==> src/rtl/d_victim_cache_tag_pkg.sv <==
// Shared definitions for the data-side victim cache tag stage.
// Contents:
//   WAYS_VC / INDEX_WAY_VC / TAG_WIDTH_VC : geometry of the tag store
//   vc_tag_type                           : one tag-store entry {valid, dirty, tag}
//   vc_state_e                            : control FSM states
package cache_def;

  localparam int WAYS_VC      = 4;
  localparam int INDEX_WAY_VC = $clog2(WAYS_VC);
  localparam int TAG_WIDTH_VC = 28;

  typedef struct packed {
    logic                    valid;
    logic                    dirty;
    logic [TAG_WIDTH_VC-1:0] tag;
  } vc_tag_type;

  typedef enum logic [1:0] {
    IDLE  = 2'd0,
    WB    = 2'd1,
    WRITE = 2'd2
  } vc_state_e;

endpackage

==> src/rtl/d_victim_cache_tag_if.sv <==
// Bus bundle between the victim cache tag stage, the L1, the victim data
// array and memory. Signal suffixes are relative to the tag stage.
//   lookup_* / hit_*        : L1 miss probe and its combinational result
//   insert_*                : L1 eviction offer, accepted by insert_ready_o
//   address_way_o/data_we_o : victim data array control
//   wb_*                    : dirty-victim writeback handshake to memory
//   busy_o                  : tag stage is not idle
// Modports: slave = tag stage, master = its environment.
interface d_victim_cache_tag_if;
  import cache_def::*;

  logic                    lookup_valid_i;
  logic [TAG_WIDTH_VC-1:0] lookup_tag_i;
  logic                    hit_o;
  logic [INDEX_WAY_VC-1:0] hit_way_o;
  logic                    hit_dirty_o;
  logic                    insert_valid_i;
  logic [TAG_WIDTH_VC-1:0] insert_tag_i;
  logic                    insert_dirty_i;
  logic                    insert_ready_o;
  logic [INDEX_WAY_VC-1:0] address_way_o;
  logic                    data_we_o;
  logic                    wb_valid_o;
  logic                    wb_ready_i;
  logic [TAG_WIDTH_VC-1:0] wb_tag_o;
  logic                    busy_o;

  modport slave (
    input  lookup_valid_i, lookup_tag_i, insert_valid_i, insert_tag_i,
           insert_dirty_i, wb_ready_i,
    output hit_o, hit_way_o, hit_dirty_o, insert_ready_o, address_way_o,
           data_we_o, wb_valid_o, wb_tag_o, busy_o
  );

  modport master (
    output lookup_valid_i, lookup_tag_i, insert_valid_i, insert_tag_i,
           insert_dirty_i, wb_ready_i,
    input  hit_o, hit_way_o, hit_dirty_o, insert_ready_o, address_way_o,
           data_we_o, wb_valid_o, wb_tag_o, busy_o
  );

endinterface

==> src/rtl/d_victim_cache_repl.sv <==
// Victim way selection for the victim cache.
//   clk_i, rst_ni  : clock, synchronous active-low reset
//   valid_i        : per-way valid bits
//   advance_i      : a FIFO-chosen way was written; step the pointer
//   victim_way_o   : lowest invalid way if any, else the FIFO pointer
module d_victim_cache_repl
  import cache_def::*;
(
  input  logic                    clk_i,
  input  logic                    rst_ni,
  input  logic [WAYS_VC-1:0]      valid_i,
  input  logic                    advance_i,
  output logic [INDEX_WAY_VC-1:0] victim_way_o
);

  logic [INDEX_WAY_VC-1:0] ptr_q;

  // NOTE: sequential state uses non-blocking assignments so every register
  // samples values from before the edge, independent of block ordering.
  always_ff @(posedge clk_i) begin
    if (!rst_ni) begin
      ptr_q <= '0;
    end else if (advance_i) begin
      ptr_q <= ptr_q + 1'b1;  // WAYS_VC is a power of two, so this wraps
    end
  end

  // NOTE: the default is assigned before the loop so no path leaves the
  // output unassigned, which would otherwise infer a latch.
  always_comb begin
    victim_way_o = ptr_q;
    // Scan downwards so the lowest-index invalid way is the last writer.
    for (int i = WAYS_VC - 1; i >= 0; i--) begin
      if (!valid_i[i]) victim_way_o = INDEX_WAY_VC'(i);
    end
  end

endmodule

==> src/rtl/d_victim_cache_tag.sv <==
// Tag/control stage of the data-side victim cache.
//   clk_i, rst_ni : clock, synchronous active-low reset
//   vc            : slave side of d_victim_cache_tag_if (lookup, insert,
//                   data array control, writeback handshake, busy)
// Fully associative tag store with FIFO replacement. A lookup that hits in
// the same cycle as an insert swaps the line into the hit way; a dirty FIFO
// victim is written back (WB) before the new line is written (WRITE).
module d_victim_cache_tag
  import cache_def::*;
(
  input  logic                 clk_i,
  input  logic                 rst_ni,
  d_victim_cache_tag_if.slave  vc
);

  vc_tag_type              entries_q [WAYS_VC];
  vc_state_e               state_q, state_d;
  logic [INDEX_WAY_VC-1:0] victim_way_q, victim_way_d;
  logic [TAG_WIDTH_VC-1:0] victim_tag_q, victim_tag_d;

  logic [WAYS_VC-1:0]      valid_vec, match_vec;
  logic [INDEX_WAY_VC-1:0] match_way, repl_way, target_way, commit_way, address_way;
  logic                    hit, swap, fifo_pick, write_now;
  logic                    insert_ready, data_we, wb_valid, advance;
  logic [TAG_WIDTH_VC-1:0] wb_tag;

  d_victim_cache_repl u_repl (
    .clk_i        (clk_i),
    .rst_ni       (rst_ni),
    .valid_i      (valid_vec),
    .advance_i    (advance),
    .victim_way_o (repl_way)
  );

  // Comparators; at most one way can match because inserts never duplicate.
  always_comb begin
    valid_vec = '0;
    match_vec = '0;
    match_way = '0;
    for (int i = 0; i < WAYS_VC; i++) begin
      valid_vec[i] = entries_q[i].valid;
      match_vec[i] = entries_q[i].valid && (entries_q[i].tag == vc.lookup_tag_i);
      if (match_vec[i]) match_way = INDEX_WAY_VC'(i);
    end
  end

  assign hit        = rst_ni && vc.lookup_valid_i && (state_q == IDLE) && (|match_vec);
  assign swap       = hit && vc.insert_valid_i;
  assign fifo_pick  = !swap && (&valid_vec);
  assign target_way = swap ? match_way : repl_way;
  // A swapped line moves to the L1, so its dirty bit never forces a writeback.
  assign write_now  = swap || !entries_q[target_way].valid || !entries_q[target_way].dirty;

  always_comb begin
    state_d      = state_q;
    victim_way_d = victim_way_q;
    victim_tag_d = victim_tag_q;
    insert_ready = 1'b0;
    data_we      = 1'b0;
    wb_valid     = 1'b0;
    wb_tag       = '0;
    advance      = 1'b0;
    address_way  = '0;
    commit_way   = target_way;
    case (state_q)
      IDLE: begin
        address_way = vc.insert_valid_i ? target_way : (hit ? match_way : '0);
        if (vc.insert_valid_i) begin
          if (write_now) begin
            insert_ready = 1'b1;
            data_we      = 1'b1;
            advance      = fifo_pick;
          end else begin
            victim_way_d = target_way;
            victim_tag_d = entries_q[target_way].tag;
            state_d      = WB;
          end
        end
      end
      WB: begin
        address_way = victim_way_q;
        wb_valid    = 1'b1;
        wb_tag      = victim_tag_q;
        if (vc.wb_ready_i) state_d = WRITE;
      end
      WRITE: begin
        // Only a valid dirty FIFO victim reaches here, so the pointer steps.
        address_way  = victim_way_q;
        commit_way   = victim_way_q;
        insert_ready = 1'b1;
        data_we      = 1'b1;
        advance      = 1'b1;
        state_d      = IDLE;
      end
      default: state_d = IDLE;
    endcase
    // No write may be reported while reset holds the tag store cleared.
    if (!rst_ni) begin
      insert_ready = 1'b0;
      data_we      = 1'b0;
      advance      = 1'b0;
      address_way  = '0;
    end
  end

  always_ff @(posedge clk_i) begin
    if (!rst_ni) begin
      state_q      <= IDLE;
      victim_way_q <= '0;
      victim_tag_q <= '0;
    end else begin
      state_q      <= state_d;
      victim_way_q <= victim_way_d;
      victim_tag_q <= victim_tag_d;
    end
  end

  // NOTE: only valid/dirty are reset; tags are don't-care while invalid, so
  // the tag storage needs no reset path.
  always_ff @(posedge clk_i) begin
    if (!rst_ni) begin
      for (int i = 0; i < WAYS_VC; i++) begin
        entries_q[i].valid <= 1'b0;
        entries_q[i].dirty <= 1'b0;
      end
    end else if (insert_ready) begin
      entries_q[commit_way] <= '{valid: 1'b1, dirty: vc.insert_dirty_i, tag: vc.insert_tag_i};
    end
  end

  assign vc.hit_o          = hit;
  assign vc.hit_way_o      = hit ? match_way : '0;
  assign vc.hit_dirty_o    = hit && entries_q[match_way].dirty;
  assign vc.insert_ready_o = insert_ready;
  assign vc.data_we_o      = data_we;
  assign vc.address_way_o  = address_way;
  assign vc.wb_valid_o     = wb_valid;
  assign vc.wb_tag_o       = wb_tag;
  assign vc.busy_o         = (state_q != IDLE);

endmodule

==> src/flat_wrapper.sv <==
// flat-port wrapper written by rule: the top's interface ports become plain ports
module d_victim_cache_tag_flat import cache_def::*;
  (clk_i, rst_ni, vc_lookup_valid_i, vc_lookup_tag_i, vc_insert_valid_i, vc_insert_tag_i, vc_insert_dirty_i, vc_wb_ready_i, vc_hit_o, vc_hit_way_o, vc_hit_dirty_o, vc_insert_ready_o, vc_address_way_o, vc_data_we_o, vc_wb_valid_o, vc_wb_tag_o, vc_busy_o);
  d_victim_cache_tag_if vc_i ();
  input  logic clk_i;
  input  logic rst_ni;
  input wire logic [$bits(vc_i.lookup_valid_i)-1:0] vc_lookup_valid_i;
  input wire logic [$bits(vc_i.lookup_tag_i)-1:0] vc_lookup_tag_i;
  input wire logic [$bits(vc_i.insert_valid_i)-1:0] vc_insert_valid_i;
  input wire logic [$bits(vc_i.insert_tag_i)-1:0] vc_insert_tag_i;
  input wire logic [$bits(vc_i.insert_dirty_i)-1:0] vc_insert_dirty_i;
  input wire logic [$bits(vc_i.wb_ready_i)-1:0] vc_wb_ready_i;
  output wire logic [$bits(vc_i.hit_o)-1:0] vc_hit_o;
  output wire logic [$bits(vc_i.hit_way_o)-1:0] vc_hit_way_o;
  output wire logic [$bits(vc_i.hit_dirty_o)-1:0] vc_hit_dirty_o;
  output wire logic [$bits(vc_i.insert_ready_o)-1:0] vc_insert_ready_o;
  output wire logic [$bits(vc_i.address_way_o)-1:0] vc_address_way_o;
  output wire logic [$bits(vc_i.data_we_o)-1:0] vc_data_we_o;
  output wire logic [$bits(vc_i.wb_valid_o)-1:0] vc_wb_valid_o;
  output wire logic [$bits(vc_i.wb_tag_o)-1:0] vc_wb_tag_o;
  output wire logic [$bits(vc_i.busy_o)-1:0] vc_busy_o;
  assign vc_i.lookup_valid_i = vc_lookup_valid_i;
  assign vc_i.lookup_tag_i = vc_lookup_tag_i;
  assign vc_i.insert_valid_i = vc_insert_valid_i;
  assign vc_i.insert_tag_i = vc_insert_tag_i;
  assign vc_i.insert_dirty_i = vc_insert_dirty_i;
  assign vc_i.wb_ready_i = vc_wb_ready_i;
  assign vc_hit_o = vc_i.hit_o;
  assign vc_hit_way_o = vc_i.hit_way_o;
  assign vc_hit_dirty_o = vc_i.hit_dirty_o;
  assign vc_insert_ready_o = vc_i.insert_ready_o;
  assign vc_address_way_o = vc_i.address_way_o;
  assign vc_data_we_o = vc_i.data_we_o;
  assign vc_wb_valid_o = vc_i.wb_valid_o;
  assign vc_wb_tag_o = vc_i.wb_tag_o;
  assign vc_busy_o = vc_i.busy_o;
  d_victim_cache_tag u_core (.clk_i(clk_i), .rst_ni(rst_ni), .vc(vc_i));
endmodule
==> config.mk <==
export PLATFORM = sky130hd
export DESIGN_NAME = d_victim_cache_tag_flat
export DESIGN_NICKNAME = d
export VERILOG_FILES = /design/src/rtl/d_victim_cache_tag_pkg.sv /design/src/rtl/d_victim_cache_tag_if.sv /design/src/rtl/d_victim_cache_repl.sv /design/src/rtl/d_victim_cache_tag.sv /design/src/flat_wrapper.sv
export SDC_FILE = /design/constraint.sdc
export NUM_CORES = 1
export LEC_CHECK = 0
export ABC_AREA = 0
export BUFFER_PORTS_ARGS = -buffer_cell sky130_fd_sc_hd__buf_2
export CAP_MARGIN = 20
export CORE_MARGIN = 4
export CORE_UTILIZATION = 35
export CTS_BUF_LIST = sky130_fd_sc_hd__clkbuf_16
export DETAILED_ROUTE_END_ITERATION = 7
export HOLD_SLACK_MARGIN = 0.03
export SYNTH_ARGS = -nofsm -noshare
export SYNTH_HDL_FRONTEND = slang
export SYNTH_SLANG_ARGS = --single-unit
==> constraint.sdc <==
create_clock -name clk_i -period 14.8 [get_ports clk_i]
set_input_delay 2.22 -clock clk_i [delete_from_list [all_inputs] [get_ports clk_i]]
set_output_delay 2.22 -clock clk_i [all_outputs]
set_load 0.005 [all_outputs]
==> impl_metrics.csv, run 1 <==
group,metric,value,unit
status,status,"finished, final reports clean",
clocking,clock_path_buffers,2,
global_routing,grt_max_degree,33,
floorplan,start_util,35.6,%
yosys,netlist_area,8320,um2
yosys,synth_most_common_cell,"edfxtp_1",
yosys,syn-instance-count,763,
critical_path,startpoint_type,"input pin",
floorplan,rows,56,
routing,vias,6618,
yosys,synth-edff-count,115,
timing,fmax,127,MHz
global_routing,grt_pass1_vias,6527,
yosys,synthFlopType,"edfxtp_1",
yosys,netlist.area_leader.share,41.5,%
min_path,hold_depth,2,
clocking,clk_pin_slew,0.07,ns
critical_path,rr_endpoint,"u_core.victim_tag_q[17]$_SDFFE_PN0P_",
yosys,yosysSeqAreaShare,50.9,%
floorplan,die_w,162,um
global_routing,grt-ovfl-total,0,
routing,wire_per_inst,23.1,um
timing,setup_viol,0,
timing,post-route-period-util,53.2,%
timing,relSlewSlack,38.9,%
global_routing,use_met1,27.1,%
global_routing,grt_pass1_wl,40.2,mm
min_path,worstHoldPathType,"register to register",
job,maxCapViolCount,0,
clocking,post-cts-setup-buffers,0,
yosys,ys_async_sr_fraction,0,%
routing,drt_wl_total,27.3,mm
power,power_per_cell_area,126,nW/um2
critical_path,crit_path_max_fanout,31,
cells_and_area,final_util,41.6,%
clocking,numCtsBuffers,17,
cells_and_area,drive_gt1_share,23.2,%
clocking,clock_latency,0.43,ns
clocking,cts_hold_buf,0,
yosys,synth.net_count,829,
timing,timing.hold.ws,0.474,ns
yosys,synth_seq_cells,154,
critical_path,crit_path_end_kind,"output pin",
critical_path,crit_type,"input pin to output pin",
timing,drv_slew,0,
yosys,synth_area_per_cell,10.9,um2
clocking,cts-root-buf,"clkbuf_16",
critical_path,worst-r2r-setup-slack,9.90,ns
cells_and_area,fin_cells,1181,
min_path,min_to,"u_core.victim_tag_q[18]$_SDFFE_PN0P_",
timing,setup_tns,0,ns
routing,drtPass1Iterations,5,
routing,drt_iter0_drc,487,
timing,period_minus_slack,7.87,ns
clocking,cts_tree,"built",
timing,tightest_slew,0.914,ns
yosys,synth_common_cells,"edfxtp_1 (115), xnor2_1 (71), nand3_1 (61)",
power,ir_worst_vdd,81.2,uV
routing,final_antenna_net_count,0,
global_routing,grt_usage,20.6,%
place,io_buffer_count,99,
floorplan,die_y,162,um
min_path,hold_start,"u_core.victim_tag_q[18]$_SDFFE_PN0P_",
timing,timing_hold_violations_final,0,
global_routing,use_met2,33.3,%
cells_and_area,fin_nets,914,
global_routing,antenna_found_initial,1,
yosys,synth_cell_types,64,
yosys,yosysWarnings,0,
place,dp_hpwl,20.0,mm
critical_path,critPathArrivalTime,5.65,ns
place,routabilityCongestion,0.928,
routing,viasPerCell,5.60,
place,dp.cells,1147,
cells_and_area,syn2layout_area_growth,16.9,%
power,p_leak,3.40,nW
cells_and_area,fillCellCount,2304,
yosys,synth.area.top_cells,"edfxtp_1 (42%), dfxtp_1 (9.4%), xnor2_1 (7.5%)",
clocking,cts_num_sinks,154,
floorplan,core_area,23400,um2
timing,rsz0062_at_grt,"false",
routing,route.detailed.drc,0,
critical_path,r2r_cells,10,
clocking,h-tree-depth,4,
floorplan,dieArea,26300,um2
power,power.total,1.23,mW
global_routing,met3_usage,4.57,%
floorplan,io_pins,100,
critical_path,r2r-start,"u_core.entries_q[1][23]$_DFFE_PP_",
global_routing,grt-busiest-layer,"met2",
timing,fin_worst_skew,0.0109,ns
yosys,yosys.area.top_type,"edfxtp_1",
critical_path,cp_data_required_time,12.58,ns
clocking,ctsResizeCount,0,
[state kept, by name (all words and copies together), names as in the netlist]
| signal | cells |
|---|---|
| u_core.entries_q | 120 |
| u_core.state_q | 2 |
| u_core.u_repl.ptr_q | 2 |
| u_core.victim_tag_q | 28 |
| u_core.victim_way_q | 2 |
[how the worst max path moves through the flow]
stage / startpoint / to / slack, ns / depth (start not counted)
after floorplan: vc_lookup_tag_i[23] / vc_insert_ready_o / 7.70 / 11
after global routing: vc_lookup_tag_i[23] / vc_insert_ready_o / 6.81 / 11
after detailed placement: vc_lookup_tag_i[23] / vc_insert_ready_o / 6.96 / 11
final: vc_lookup_tag_i[23] / vc_insert_ready_o / 6.93 / 11
after CTS: vc_lookup_tag_i[23] / vc_insert_ready_o / 6.96 / 11
after global placement: vc_lookup_tag_i[23] / vc_data_we_o / 7.01 / 11
[per-layer routing]
| metal | routed length [um] | up-vias |
|---|---|---|
| met5 | 0 | - |
| met4 | 791 | 0 |
| met3 | 1780 | 41 |
| met2 | 12900 | 265 |
| met1 | 11900 | 3259 |
| li1 | - | 3053 |
[area by class of cell]
| type | instances | area, um2 | share of cell area (%) |
|---|---|---|---|
| flip-flops and latches | 154 | 4230 | 43.5 |
| multi-input cells | 548 | 3830 | 39.4 |
| repair buffers | 114 | 616 | 6.33 |
| clock buffers | 20 | 500 | 5.15 |
| well taps | 319 | 399 | 4.10 |
| clock inverters | 12 | 95.1 | 0.978 |
| inverters | 13 | 48.8 | 0.502 |
| diodes | 1 | 2.50 | 0.0257 |
[where the power goes]
| group | internal, mW | leakage (nW) | switching (mW) | total (mW) |
|---|---|---|---|---|
| sequential | 0.495 | 1.36 | 0.0185 | 0.513 |
| clock | 0.249 | 0.301 | 0.192 | 0.441 |
| combinational | 0.0937 | 1.74 | 0.180 | 0.274 |
[cells in the final DEF, fill, tap and decap left out, types with 3 or more instances in the layout]
master,Yosys,final
a211oi_1,3,3
a21oi_1,42,42
a41oi_1,4,4
and2_1,30,30
buf_2,9,99
buf_4,3,14
clkbuf_16,0,20
dfxtp_1,39,39
edfxtp_1,115,115
ha_1,4,4
inv_1,12,12
inv_6,0,3
inv_8,0,3
mux2_2,29,29
mux2i_1,6,6
nand2_1,24,24
nand2b_1,10,10
nand3_1,61,61
nand4_1,34,34
nand4b_1,3,3
nor2_1,20,19
nor2b_1,3,3
nor3_1,12,8
nor3_2,1,5
nor4_1,16,16
o2111ai_1,28,28
o21ai_0,48,48
o21ai_1,17,16
or2_2,3,3
xnor2_1,71,71
xor2_1,39,39
[critical path, stage by stage]
cell      delay (ns)
buf_2           0.17
xor2_1          0.16
or4_1           0.55
or4_4           0.59
nor4_4          0.32
o21a_2          0.63
nor3_2          0.17
o211ai_2        0.32
nand3_2         0.26
inv_1           0.13
buf_2           0.12
[through the flow]
step,setup WS [ns],cell area (um2)
after floorplan,7.70,8320
after global placement,7.01,9110
after detailed placement,6.96,9110
after CTS,6.96,9710
after global routing,6.81,9720
final,6.93,9730
[cell families after synthesis]
family	synth area share, %
AND/OR/NAND/NOR	15.9
AO/OA/AOI/OAI	13.0
XOR/XNOR	11.6
flip-flops	50.9
adder cells (fa/ha/maj)	0.602
multiplexers	4.65
buffers and inverters	3.38
(Power assumes the default switching activity.)
==> run 2: changes to the inputs <==
--- a/config.mk
+++ b/config.mk
@@ -5,7 +5,7 @@
 export SDC_FILE = /design/constraint.sdc
 export NUM_CORES = 1
 export LEC_CHECK = 0
-export ABC_AREA = 0
+export ABC_AREA = 1
 export BUFFER_PORTS_ARGS = -buffer_cell sky130_fd_sc_hd__buf_2
 export CAP_MARGIN = 20
 export CORE_MARGIN = 4
==> constraint.sdc (replaced) <==
create_clock -name clk_i -period 6.77 [get_ports clk_i]
set_input_delay 1.0155 -clock clk_i [delete_from_list [all_inputs] [get_ports clk_i]]
set_output_delay 1.0155 -clock clk_i [all_outputs]
set_load 0.005 [all_outputs]
==> run 2 against run 1 <==
Total power rose to 2.6 times the previous value; sequential power up 150%; first-iteration DRC count is 50% higher; critical path depth up 9; utilization barely moved; synthesized cell count increased by 71%; critical path type unchanged; highest routed layer unchanged.
==> impl_metrics.csv, run 2 <==
group,metric,value,unit
status,status,"finished, final reports clean",
cells_and_area,final_cell_mix,"nand2_1 (528), inv_1 (206), nor2_1 (123), edfxtp_1 (115), buf_2 (99)",
cells_and_area,fillCellCount,2661,
yosys,synth_common_cells,"nand2_1 (528), inv_1 (203), nor2_1 (123)",
floorplan,die_y,170,um
cells_and_area,largest_reg_flops,120,
global_routing,grt_max_degree,113,
routing,drt_iter0_drc,731,
timing,rsz0062_at_grt,"false",
yosys,synth.area.top_cells,"edfxtp_1 (38%), nand2_1 (22%), dfxtp_1 (8.5%)",
timing,fin_worst_skew,0.0158,ns
cells_and_area,drive_gt1_share,12.0,%
clocking,ctsResizeCount,0,
power,intPower,2.05,mW
yosys,netlist.area_leader.share,37.8,%
job,maxCapViolCount,0,
routing,final_antenna_net_count,0,
yosys,synth_cell_types,32,
timing,timing_hold_violations_final,0,
critical_path,crit_path_end_kind,"output pin",
yosys,yosysWarnings,0,
critical_path,critPathArrivalTime,3.52,ns
place,io_buffer_count,99,
cells_and_area,syn2layout_area_growth,15.9,%
yosys,synthFlopType,"edfxtp_1",
floorplan,die_w,170,um
clocking,clock_path_buffers,2,
cells_and_area,reg_top3,"u_core.entries_q (120), u_core.victim_tag_q (28)",
clocking,post-cts-setup-buffers,0,
routing,wire_per_inst,18.6,um
global_routing,grt-ovfl-total,0,
routing,vias,8751,
timing,drv_slew,0,
routing,drtPass1Iterations,5,
critical_path,cp_data_required_time,5.75,ns
place,routabilityCongestion,1.04,
floorplan,start_util,35.9,%
global_routing,grt_pass1_wl,48.6,mm
min_path,worstHoldPathType,"register to register",
clocking,cts-root-buf,"clkbuf_16",
routing,route.detailed.drc,0,
power,p_leak,5.33,nW
power,power_per_cell_area,302,nW/um2
cells_and_area,mostFrequentLayoutCell,"nand2_1",
power,switchingPower,1.15,mW
cells_and_area,fin_nets,1467,
clocking,clock_latency,0.43,ns
clocking,cts_tree,"built",
global_routing,antenna_found_initial,0,
yosys,synth.net_count,1374,
critical_path,startpoint_type,"input pin",
floorplan,core_area,25500,um2
place,dp_hpwl,25.2,mm
power,ir_worst_vdd,218,uV
yosys,yosys.area.top_type,"edfxtp_1",
cells_and_area,final_util,41.6,%
timing,fmax,220,MHz
floorplan,rows,58,
power,sequentialPowerShare,39.9,%
power,combinationalPowerShare,28.4,%
cells_and_area,antenna_cells,0,
timing,relSlewSlack,28.9,%
yosys,synth_most_common_cell,"nand2_1",
power,clockPowerShare,31.7,%
timing,period_minus_slack,4.54,ns
yosys,netlist_area,9140,um2
timing,setup_tns,0,ns
timing,tightest_slew,1.07,ns
yosys,yosysSeqAreaShare,46.3,%
routing,drt_wl_total,32.4,mm
global_routing,grt_pass1_vias,8481,
critical_path,crit_path_max_fanout,7,
routing,viasPerCell,5.02,
clocking,clk_pin_slew,0.06,ns
yosys,ys_async_sr_fraction,0,%
floorplan,io_pins,100,
global_routing,grt_usage,22.4,%
yosys,synth-edff-count,115,
timing,post-route-period-util,67.0,%
clocking,h-tree-depth,4,
cells_and_area,top_register,"u_core.entries_q",
yosys,synth_area_per_cell,6.99,um2
critical_path,crit_type,"input pin to output pin",
floorplan,dieArea,28800,um2
timing,setup_viol,0,
yosys,syn-instance-count,1308,
clocking,cts_hold_buf,0,
clocking,numCtsBuffers,17,
power,p_sw_share,36.0,%
clocking,cts_num_sinks,154,
yosys,synth_seq_cells,154,
==> run 2: cell count changes after synthesis, moves of 37 or more <==
cell / before / now
inv_1: 12 / 203
nand2_1: 24 / 528
nand3_1: 61 / 13
xnor2_1: 71 / 4
nor2_1: 20 / 123
xor2_1: 39 / 2
==> run 2: power by group through the flow <==
stage                     clock network (mW)  logic [mW]  registers [mW]
after detailed placement                   0       0.901            1.29
after CTS                               1.02       0.906            1.27
after global placement                     0       0.894            1.29
after floorplan                            0       0.612            1.26
final                                   1.01       0.908            1.28
after global routing                    1.06        1.01            1.29
==> run 2: final timing paths <==
check                                 startpoint                                  end  slack [ns]  cells past startpoint
min reg2reg  u_core.u_repl.ptr_q[0]$_SDFFE_PN0P_  u_core.u_repl.ptr_q[0]$_SDFFE_PN0P_        0.48                      2
max                          vc_lookup_tag_i[27]                         vc_data_we_o        2.23                     20
max reg2reg    u_core.entries_q[1][22]$_DFFE_PP_    u_core.entries_q[0][13]$_DFFE_PP_        2.75                     21
min          u_core.u_repl.ptr_q[0]$_SDFFE_PN0P_  u_core.u_repl.ptr_q[0]$_SDFFE_PN0P_        0.48                      2
==> run 2: per-layer routing <==
layer	track usage, %	routed length [um]	up-vias
li1	-	-	4310
met1	30.4	14600	4098
met2	36.9	15000	300
met3	3.47	2040	43
met4	6.86	770	0
met5	0	0	-
==> run 2: worst max-delay path: stages <==
cell and delay [ns]:
buf_2 0.14, inv_2 0.06, nand2_1 0.16, nand2_1 0.12, nor2_1 0.12, nand2_1 0.06
nor2_1 0.24, nand2_1 0.08, nor2_1 0.11, nor2_1 0.04, nand2_1 0.12, nand3_2 0.17
a21oi_1 0.29, nand3_1 0.13, nand3_2 0.13, nand2_1 0.07, nand2_1 0.07, nand2_1 0.10
inv_1 0.16, buf_2 0.13
==> run 2: cells by family (layout without fill, tap and decap cells) <==
family / after synthesis / in the layout / share of synthesized area (%)
simple gates: 705 / 705 / 30.5
buf+inv: 262 / 367 / 11.2
compound gates: 177 / 177 / 10.9
flops: 154 / 154 / 46.3
xor+xnor: 6 / 6 / 0.575
fa+ha+maj: 4 / 4 / 0.548
==> run 2: metrics by stage <==
| stage | total power [mW] | cell area (um2) | hold slack, ns | instances | setup WS (ns) |
|---|---|---|---|---|---|
| 2_1_floorplan | 1.87 | 9140 | 0.432 | 1308 | 2.98 |
| 5_1_grt | 3.37 | 10600 | 0.495 | 1743 | 2.04 |
| 3_3_place_gp | 2.19 | 9990 | 0.462 | 1712 | 2.10 |
| 6_report | 3.20 | 10600 | 0.478 | 1743 | 2.23 |
| 3_5_place_dp | 2.19 | 9990 | 0.466 | 1712 | 2.06 |
| 4_1_cts | 3.20 | 10600 | 0.480 | 1743 | 2.33 |
==> run 2: area by class of cell <==
cell class	count	area, um2	area share, %
Sequential cell	154	4230	40.0
Timing Repair Buffer	107	581	5.48
Multi-Input combinational cell	892	3900	36.8
Clock inverter	14	183	1.72
Inverter	229	860	8.11
Tap cell	330	413	3.90
Clock buffer	17	425	4.01
==> run 3: changes to the inputs <==
--- a/config.mk
+++ b/config.mk
@@ -5,7 +5,7 @@
 export SDC_FILE = /design/constraint.sdc
 export NUM_CORES = 1
 export LEC_CHECK = 0
-export ABC_AREA = 1
+export ABC_AREA = 0
 export BUFFER_PORTS_ARGS = -buffer_cell sky130_fd_sc_hd__buf_2
 export CAP_MARGIN = 20
 export CORE_MARGIN = 4
==> constraint.sdc (replaced) <==
create_clock -name clk_i -period 4.4 [get_ports clk_i]
set_input_delay 0.66 -clock clk_i [delete_from_list [all_inputs] [get_ports clk_i]]
set_output_delay 0.66 -clock clk_i [all_outputs]
set_load 0.005 [all_outputs]
==> run 3 against run 2 <==
Global-route usage down 1.8 points; final cell count fell by 32%; total power is 32% higher; register-to-register slack lost 2.2 ns; sequential cell count stayed put; combinational power is 8.9% higher; design area fell by 6.3%; non-clock buffer count grew 19; utilization grew 0.83 points; critical endpoint unchanged.
==> impl_metrics.csv, run 3 (synthesis gave the netlist of run 1 again) <==
group,metric,value,unit
critical_path,cp_data_required_time,3.74,ns
clocking,cts_hold_buf,0,
timing,fin_worst_skew,0.00947,ns
status,status,"finished, final reports clean",
critical_path,r2r-start,"u_core.entries_q[1][23]$_DFFE_PP_",
cells_and_area,top_register,"u_core.entries_q",
clocking,ctsResizeCount,0,
clocking,numCtsBuffers,17,
global_routing,antenna_found_initial,1,
routing,drtPass1Iterations,7,
cells_and_area,multi_input_area,3860,um2
clocking,cts_num_sinks,154,
critical_path,crit_path_end_kind,"output pin",
clocking,clk_pin_slew,0.07,ns
floorplan,rows,56,
routing,vias,6696,
routing,wire_per_inst,22.6,um
timing,tightest_slew,0.876,ns
routing,viasPerCell,5.61,
cells_and_area,fin_nets,926,
global_routing,grt_max_degree,37,
timing,setup_tns,0,ns
global_routing,grt_usage,20.6,%
job,maxCapViolCount,0,
cells_and_area,mostFrequentLayoutCell,"edfxtp_1",
cells_and_area,largest_reg_flops,120,
critical_path,crit_path_max_fanout,6,
clocking,clock_path_buffers,2,
place,dp_slack,0.278,ns
floorplan,die_y,162,um
timing,timing_hold_violations_final,0,
timing,relSlewSlack,41.6,%
floorplan,die_w,162,um
power,ir_worst_vdd,227,uV
global_routing,grt_pass1_vias,6544,
power,p_leak,3.49,nW
clocking,cts-root-buf,"clkbuf_16",
critical_path,crit_type,"register to output pin",
critical_path,r2r_cells,11,
place,dp_hpwl,19.5,mm
timing,post-route-period-util,94.0,%
floorplan,dieArea,26300,um2
critical_path,worst-r2r-setup-slack,0.60,ns
floorplan,start_util,35.6,%
routing,final_antenna_net_count,0,
timing,setup_viol,0,
cells_and_area,final-seq-area,4230,um2
timing,period_minus_slack,4.14,ns
clocking,post-cts-setup-buffers,0,
cells_and_area,fillCellCount,2262,
routing,route.detailed.drc,0,
min_path,worstHoldPathType,"input pin to register",
timing,fmax,242,MHz
floorplan,core_area,23400,um2
timing,drv_slew,0,
min_path,hold_depth,1,
critical_path,rr_endpoint,"u_core.entries_q[2][9]$_DFFE_PP_",
timing,rsz0062_at_grt,"false",
clocking,h-tree-depth,4,
timing,setup_ws,0.264,ns
routing,drt_wl_total,27.0,mm
place,postPlaceCellArea,9310,um2
cells_and_area,drive_gt1_share,24.4,%
min_path,hold_start,"vc_insert_tag_i[2]",
global_routing,grt-ovfl-total,0,
power,power_per_cell_area,426,nW/um2
routing,drt_iter0_drc,597,
place,routabilityCongestion,0.965,
timing,timing.hold.ws,0.446,ns
cells_and_area,reg_top3,"u_core.entries_q (120), u_core.victim_tag_q (28)",
place,io_buffer_count,99,
critical_path,startpoint_type,"register",
cells_and_area,design_area,9930,um2
cells_and_area,final_cell_mix,"edfxtp_1 (115), buf_2 (99), xnor2_1 (71), nand3_1 (61), o21ai_0 (48)",
critical_path,critPathArrivalTime,3.48,ns
floorplan,io_pins,100,
global_routing,grt_pass1_wl,40.5,mm
min_path,min_to,"u_core.entries_q[0][2]$_DFFE_PP_",
cells_and_area,syn2layout_area_growth,19.4,%
clocking,clock_latency,0.43,ns
clocking,cts_tree,"built",
## run 3: changes by cell type in the layout (fill, tap and decap cells not counted), moves of 16 or more
cell and change:
and2_1 +28, nand2_1 -504, o211ai_1 -26, xnor2_1 +67, xor2_1 +37, mux2_2 +29
nor4_1 +16, nand3_1 +48, nor2_1 -104, a31oi_1 -30, inv_2 -24, o2111ai_1 +28
inv_1 -194
## run 3: final cells by class
class | count | share of cell area (%)
well taps | 319 | 4.02
inverters | 13 | 0.491
multi-input cells | 548 | 38.8
diodes | 1 | 0.0252
repair buffers | 126 | 7.79
flip-flops and latches | 154 | 42.6
clock inverters | 13 | 1.42
clock buffers | 19 | 4.79
## run 3: how the worst max path moves through the flow
stage                                              endpoint                         startpoint
after global routing                           vc_data_we_o  u_core.entries_q[1][23]$_DFFE_PP_
after floorplan            u_core.entries_q[0][0]$_DFFE_PP_                vc_lookup_tag_i[23]
after global placement    u_core.entries_q[2][24]$_DFFE_PP_                vc_lookup_tag_i[23]
final                                          vc_data_we_o  u_core.entries_q[1][23]$_DFFE_PP_
after CTS                                      vc_data_we_o  u_core.entries_q[1][23]$_DFFE_PP_
after detailed placement  u_core.entries_q[2][18]$_DFFE_PP_                vc_lookup_tag_i[23]
## run 3: per-layer routing
| layer | wire, um | share of wire (%) | global-route usage, % |
|---|---|---|---|
| met3 | 2110 | 7.8 | 4.31 |
| met5 | 0 | 0 | 0 |
| met1 | 11500 | 43 | 28.2 |
| met4 | 525 | 1.9 | 5.81 |
| met2 | 12800 | 48 | 33.1 |
## run 3: power breakdown
group          switching (mW)  internal [mW]  total (mW)
Combinational           0.629          0.360       0.989
Clock                   0.646          0.869        1.51
Sequential             0.0615           1.66        1.72
Total                    1.34           2.89        4.23
## run 3: critical path, stage by stage (launching register included)
cell and delay, ns:
edfxtp_1 0.46, xor2_1 0.19, or4_1 0.53, or4_4 0.59, nor4_4 0.32, o21a_2 0.19, nor3_2 0.07, o211ai_2 0.28
nand3_2 0.19, inv_1 0.11, buf_2 0.11
## run 3: through the flow
stage,instances,power [mW],utilization (%)
floorplan,763,2.35,-
CTS,1192,4.23,42.4
global placement,1160,2.72,39.8
global route,1193,4.40,42.4
finish,1193,4.23,42.4
detailed placement,1160,2.73,39.8
